**src/rtl/fft_bin_display.sv**
```systemverilog
// Reads one complex bin from the FFT result buffer and shows an approximate
// magnitude (max + min/2) on the board LEDs, manually selected or auto-scanned.
module fft_bin_display #(
  parameter int N_BINS     = 8,
  parameter int ADDR_W     = 3,
  parameter int DW         = 16,
  parameter int BASE_SHIFT = 5,
  parameter int SCAN_DIV   = 25000000
) (
  input  logic              clk,
  input  logic              reset,
  input  logic [7:0]        SW,
  input  logic              result_valid,
  output logic              rd_req,
  output logic [ADDR_W-1:0] rd_addr,
  input  logic              rd_ack,
  input  logic [DW-1:0]     rd_re,
  input  logic [DW-1:0]     rd_im,
  output logic [7:0]        LED,
  output logic              busy
);
  localparam int PW = $clog2(SCAN_DIV);

  typedef enum logic [1:0] {IDLE, REQ, CALC} state_t;

  function automatic logic [DW-1:0] sat_abs(input logic signed [DW-1:0] x);
    logic [DW-1:0] r;
    if (x == {1'b1, {(DW-1){1'b0}}}) r = {1'b0, {(DW-1){1'b1}}};
    else if (x < 0)                  r = $unsigned(-x);
    else                             r = $unsigned(x);
    return r;
  endfunction

  function automatic logic [7:0] sat8(input logic [DW:0] v);
    return (v > (DW+1)'(255)) ? 8'hff : v[7:0];
  endfunction

  function automatic logic [4:0] sat5(input logic [DW:0] v);
    return (v > (DW+1)'(31)) ? 5'h1f : v[4:0];
  endfunction

  state_t               state, state_n;
  logic [7:0]           sw_m, sw_s, sw_d;
  logic                 rv_d, pending, scan, tc, trig, issue, cap;
  logic [PW-1:0]        presc;
  logic [ADDR_W-1:0]    scan_idx, idx;
  logic signed [DW-1:0] re_p1, im_p1;
  logic [DW-1:0]        a_p1, b_p1, mx_p1, mn_p1;
  logic [DW:0]          mag_p1, s_p1;
  int                   sh;

  assign scan  = sw_s[7];
  assign tc    = scan && result_valid && (presc == PW'(SCAN_DIV - 1));
  assign trig  = (result_valid && !rv_d) || (result_valid && (sw_s != sw_d)) || tc;
  assign idx   = scan ? scan_idx : sw_s[ADDR_W-1:0];
  assign issue = (state == IDLE) && pending && result_valid;
  assign cap   = (state == REQ) && rd_ack && !reset;
  assign rd_req = (state == REQ);
  assign busy   = (state != IDLE);

  always_ff @(posedge clk) begin
    if (reset) state <= IDLE;
    else       state <= state_n;
  end

  always_comb begin
    state_n = state;
    case (state)
      IDLE:    if (pending && result_valid) state_n = REQ;
      REQ:     if (rd_ack) state_n = CALC;
      CALC:    state_n = IDLE;
      default: state_n = IDLE;
    endcase
  end

  // Control: switch sync, trigger merging, scan prescaler, address and LED
  always_ff @(posedge clk) begin
    if (reset) begin
      sw_m     <= '0;
      sw_s     <= '0;
      sw_d     <= '0;
      rv_d     <= 1'b0;
      pending  <= 1'b0;
      presc    <= '0;
      scan_idx <= '0;
      rd_addr  <= '0;
      LED      <= '0;
    end else begin
      sw_m <= SW;
      sw_s <= sw_m;
      sw_d <= sw_s;
      rv_d <= result_valid;
      // IDLE always consumes the flag: serviced when valid, dropped otherwise
      pending <= trig || (pending && (state != IDLE));
      if (scan != sw_d[7]) begin
        presc    <= '0;
        scan_idx <= '0;
      end else if (tc) begin
        presc    <= '0;
        scan_idx <= (scan_idx == ADDR_W'(N_BINS - 1)) ? '0 : scan_idx + 1'b1;
      end else if (scan && result_valid) begin
        presc <= presc + 1'b1;
      end
      if (issue) rd_addr <= idx;
      if (state == CALC) LED <= scan ? {3'(rd_addr), sat5(s_p1)} : sat8(s_p1);
    end
  end

  // p1: captured bin, consumed in CALC
  always_ff @(posedge clk) begin
    if (cap) begin
      re_p1 <= rd_re;
      im_p1 <= rd_im;
    end
  end

  always_comb begin
    a_p1   = sat_abs(re_p1);
    b_p1   = sat_abs(im_p1);
    mx_p1  = (a_p1 > b_p1) ? a_p1 : b_p1;
    mn_p1  = (a_p1 > b_p1) ? b_p1 : a_p1;
    mag_p1 = {1'b0, mx_p1} + {2'b00, mn_p1[DW-1:1]};
    sh     = BASE_SHIFT + int'(sw_s[6:4]);
    s_p1   = mag_p1 >> sh;
  end
endmodule

```
**config.mk**
```make
export PLATFORM = sky130hd
export DESIGN_NAME = fft_bin_display
export DESIGN_NICKNAME = d
export VERILOG_FILES = /design/src/rtl/fft_bin_display.sv
export SDC_FILE = /design/constraint.sdc
export NUM_CORES = 1
export LEC_CHECK = 0
export CAP_MARGIN = 30
export CORE_AREA = 2 2 126 128
export DETAILED_ROUTE_END_ITERATION = 7
export DIE_AREA = 0 0 128 130
export GPL_ROUTABILITY_DRIVEN = 0
export PLACE_DENSITY = 0.64
export RECOVER_POWER = 25
export SETUP_SLACK_MARGIN = 0.02
export SYNTH_ARGS = -nofsm -noshare
export SYNTH_HDL_FRONTEND = slang
export SYNTH_SLANG_ARGS = --single-unit
```
**constraint.sdc**
```tcl
create_clock -name clk -period 8.5 [get_ports clk]
set_clock_uncertainty 0.15 [all_clocks]
set_input_delay 1.7 -clock clk [delete_from_list [all_inputs] [get_ports clk]]
set_output_delay 1.7 -clock clk [all_outputs]
set_load 0.01 [all_outputs]
```
== Yosys cells after proc, flatten, opt, wreduce, memory -nomap -nowiden ==
Index checks and enable logic that the tools add are counted.
Widths: inputs -> output; s select.
Word-level totals
  register bits after elaboration: 99
  latch bits: 0
  RAM bits: 0
  memory bits (read-only): 0
  bits of input ports: 44
  output and inout bits: 13
  word-level logic and storage cells: 68
  memories: 0
Cells by class
  $add $sub $neg: 6
  multipliers: 0
  divide/modulo/power cells: 0
  order comparisons: 5
  equal/unequal tests: 10
  shift operators: 1
  mux-type cells: 14
  bitwise gates (word level): 0
  reductions and logical operators: 20
Operator list (number)
  $mux 16: 6
  $eq 16x16->1 const B: 2
  $lt 16x1->1 const B: 2
  $neg 16->16: 2
  $add 25x1->25 const B: 1
  $eq 25x25->1 const B: 1
  $add 16x15->17: 1
  $gt 17x5->1 const B: 1
  $gt 17x8->1 const B: 1
  $shr 17x4->17: 1
  $gt 16x16->1: 1
  $mux 8: 2
  $logic_and 1x1->1: 10
  $ne 8x8->1: 1
  $mux 3: 2
  $mux 5: 1
  $add 3x3->4 const A: 1
  $mux 2: 2
  $ne 2x1->1 const B: 2
  $pmux 2 s2: 1
  $add 3x1->3 const B: 1
  $eq 3x3->1 const B: 1
  $logic_or 1x1->1: 3
  $reduce_or 3->1: 1
  other kinds (8): 9

== Longest topological paths before layout ==
  depth after elaboration: 10
  mapped depth: 31

== Least setup slack after synthesis ==
No wires, ideal clock.
  path kind: flip-flop to flip-flop
  start: reg re_p1[0]
  end: reg LED[7]
  arrival time: 7.155 ns
  required time: 8.218 ns
  setup slack: 1.063 ns
  cell stages (with the launch flop): 31
  buffers on the path: 2
  cell sequence: edfxtp_1 -> inv_1 -> ha_1 -> or3b_2 -> or3_1 -> nor2_1 -> nand2_1 -> nor2_1 -> a211oi_1 -> a31oi_1 -> ha_1 -> nand4_1 -> nor2_1 -> a221o_1 -> o31ai_1 -> clkbuf_1 -> clkbuf_1 -> nor2_1 -> a21oi_1 -> ha_1 -> a21o_1 -> o21bai_1 -> a221oi_1 -> o21ai_0 -> a221o_1 -> nor3_1 -> mux2i_1 -> a221oi_2 -> nand2b_2 -> a2111oi_0 -> nor3_2
On the way
  word-level cells in the longest chain between the ends: 10
  elaborated cells between the ends (all ways): 13
Ends and longest elaborated chain
  start, declared: RTL line 47  | logic signed [DW-1:0] re_p1, im_p1;
  start signal, assigned: RTL line 112  | re_p1 <= rd_re;
  $neg 16->16 / $lt 16x1->1 (equally long branches): RTL line 29  | else if (x < 0) r = $unsigned(-x);
  $mux 16: RTL line 29
  $mux 16 (*): RTL line 28  | if (x == {1'b1, {(DW-1){1'b0}}}) r = {1'b0, {(DW-1){1'b1}}};
  $gt 16x16->1: RTL line 120, 121
  $mux 16, on equally long branches: RTL line 120, 121
  $add 16x15->17 (*): RTL line 122  | mag_p1 = {1'b0, mx_p1} + {2'b00, mn_p1[DW-1:1]};
  $shr 17x4->17 (*): RTL line 124  | s_p1 = mag_p1 >> sh;
  $gt 17x8->1: RTL line 35  | return (v > (DW+1)'(255)) ? 8'hff : v[7:0];
  $mux 8 (*): RTL line 35
  $mux 8 (*): RTL line 105  | if (state == CALC) LED <= scan ? {3'(rd_addr), sat5(s_p1)} : sat8(s_p1);
  end signal, assigned: RTL line 105
  end, declared: RTL line 19  | output logic [7:0] LED,
Mark *: on every way between the ends. The rest lies on a longest branch, timed or not.
A chain may end at the register's enable or synchronous reset.

== Final worst setup path ==
Same ends and word-level chain as after synthesis.

==> results.ini <==
[run]
maxCapViolCount = 0

[clocking]
insertion_delay_ns = 0.35
clock_sinks = 99
cts-root-buf = clkbuf_16
htree_num_levels = 3
cts_buffers = 9
cts_tree = built
hold_buffers = 0
clkTransAtPathRegs_ns = 0.08
clockBufferDepth = 2

[sta]
fin_crit_sh = 0.9276
post-route-min-period_ns = 7.884
fin_setup_tns_ns = 0
slew_headroom = 0.3643
hold_viol_final = 0
setup_viol = 0
finalMaxSlewViolations = 0
rsz0062_at_grt = no
whs_ns = 0.2922
clock.fmax_mhz = 126.8
worst_pin_slew_ns = 0.9535

[place]
placed_area_mm2 = 0.007532
dp_hpwl_um = 12740
place_inst = 1026
io_buffers = 56

[die]
die_h_um = 130
coreArea_mm2 = 0.01542
die-area_mm2 = 0.01664
io_pins = 57
start_util = 0.4406
die_x_um = 128
num_rows = 46

[final_layout]
layout_commonest_cell = nor2_1
syn2layout_area_growth_pct = 15.68
mostFrequentLayoutCells = nor2_1 (102), dfxtp_1 (67), nand2_1 (66), a21oi_1 (47), ha_1 (35)
drive_above_1_share = 0.07629
fin_area_mm2 = 0.007863
n_antenna_cell = 0
fillers = 1446
stdcell_count = 1044
multi_input_area_mm2 = 0.004240
final_nets = 926
seqCellArea_mm2 = 0.002302

[grt]
grt_first_pass_wirelength_um = 27520
grt-ovfl-total = 0
grt_usage = 0.2011
grt_pass1_vias = 5821
grt_max_degree = 45
antenna_found_initial = 0

[synth]
async_flop_share = 0
postSynthAreaPerCell_um2 = 8.422
ys_types = 83
synth_area_leaders = dfxtp_1 (20%), edfxtp_1 (14%), ha_1 (6.4%)
yosysTopAreaCellShare = 0.1973
synth-seq-cells = 99
synthCells = 807
yosysSeqAreaShare = 0.3387
synth_nets = 886
synth_edf_count = 32
ys.flop_type = dfxtp_1
syn-cell-area_mm2 = 0.006797
synth_largest_area_cell = dfxtp_1
yosys_warnings = 0

[critical_path]
crit_path_start_kind = flop
required_ns = 8.58
critical_path_class = reg2reg
cp_top_family = compound AO/OA/AOI/OAI gates
cp_max_fo = 16
slowest_delay_ns = 0.50
crit_buf_inv = 2
crit_arrival_ns = 7.96
crit_path_top_delay_cell = or3b_2
endpoint_kind = flop
crit_top_cell = nor2_1

[power_and_ir_drop]
power_density_mw_per_mm2 = 136.9
leakagePower_nw = 3.037
peakVddDrop_v = 0.0001020

[routing]
initialDrtViolationCount = 409
postRouteWirelength_um = 16470
dr.pass1.iters = 5
drc = 0
route.detailed.wl_per_inst_um = 15.78
dr_total_vias = 6027
antenna_left = 0
vias_per_cell = 5.773

[worst_hold_path]
hp-class = reg2reg

[run_status]
outcome = complete, no violations

[metrics by stage]
step,setup WS [ns],utilization,power (mW)
floorplan,1.063,-,0.6305
global placement,0.7169,0.4883,0.6837
detailed placement,0.3527,0.4883,0.6869
CTS,0.3114,0.5075,1.088
global route,0.03630,0.5097,1.122
finish,0.6156,0.5097,1.076
[layout make-up]
class / instances / area share
inverters: 34 / 0.01623
clock buffers: 9 / 0.02864
repair buffers: 67 / 0.08339
well taps: 192 / 0.03055
multi-input cells: 636 / 0.5393
clock inverters: 7 / 0.009071
flip-flops and latches: 99 / 0.2928
[final timing paths]
| check | from | end | slack, ns | cells after the start |
|---|---|---|---|---|
| max | re_p1[0] | LED[7] | 0.62 | 29 |
| min | sw_m[0] | sw_s[0] | 0.29 | 1 |
| max reg2reg | re_p1[0] | LED[7] | 0.62 | 29 |
| min reg2reg | sw_m[0] | sw_s[0] | 0.29 | 1 |
[power by group]
part	total, mW	internal (mW)	leakage, nW	switching (mW)
Combinational	0.170	0.0777	2.06	0.0927
Clock	0.400	0.207	0.144	0.193
Sequential	0.506	0.497	0.833	0.00850
Total	1.08	0.782	3.04	0.294
[Yosys cell counts, types with 3 or more instances]
cell type,count
inv_1,33
a31oi_1,8
a211oi_1,8
a21o_1,15
nand3_1,26
nor2b_1,32
or2_2,7
or3_1,13
o21bai_1,3
o211ai_1,9
nand3b_1,3
a221o_1,3
o21a_1,4
o32ai_1,3
buf_2,4
nor3b_1,6
o21ai_0,33
edfxtp_1,32
mux2i_1,12
o31ai_1,11
and2_1,13
and3_1,11
a221oi_2,3
dfxtp_1,67
a21oi_1,47
nand2_1,66
nor4b_1,3
xor2_1,33
xnor2_1,22
nand4_1,12
nor2_1,102
nor4_1,10
clkbuf_1,31
nand2b_1,9
and4_1,4
ha_1,35
a2bb2oi_1,3
nor3_1,13
[timing repair]
action                     in CTS  in global routing
resized for setup               0                  3
setup endpoints to repair       0                  8
buffers inserted                0                  2
[logic make-up (layout without fill, tap and decap cells)]
group	count (synthesis)	in the layout	share of synthesized area
AND/OR/NAND/NOR	340	340	0.2522
AO/OA/AOI/OAI	189	189	0.2044
multiplexers	15	15	0.02430
buffers and inverters	72	117	0.04105
flip-flops	99	99	0.3387
XOR/XNOR	56	56	0.07327
adder cells (fa/ha/maj)	36	36	0.06609
[sequential cells by signal (all words and copies together), names as in the netlist]
register,cells
scan_idx,3
state,2
presc,25
pending,1
sw_d,8
sw_s,8
rd_addr,3
rv_d,1
im_p1,16
re_p1,16
sw_m,8
LED,8
[metal layers]
metal | track usage | up-vias | routed length (um)
met3 | 0.02870 | 19 | 703
met4 | 0.05559 | 0 | 191
met2 | 0.3426 | 156 | 7967
met5 | 0 | - | 0
met1 | 0.2687 | 2864 | 7612
li1 | - | 2988 | -
Note: power is estimated with default switching activity, not from simulation.
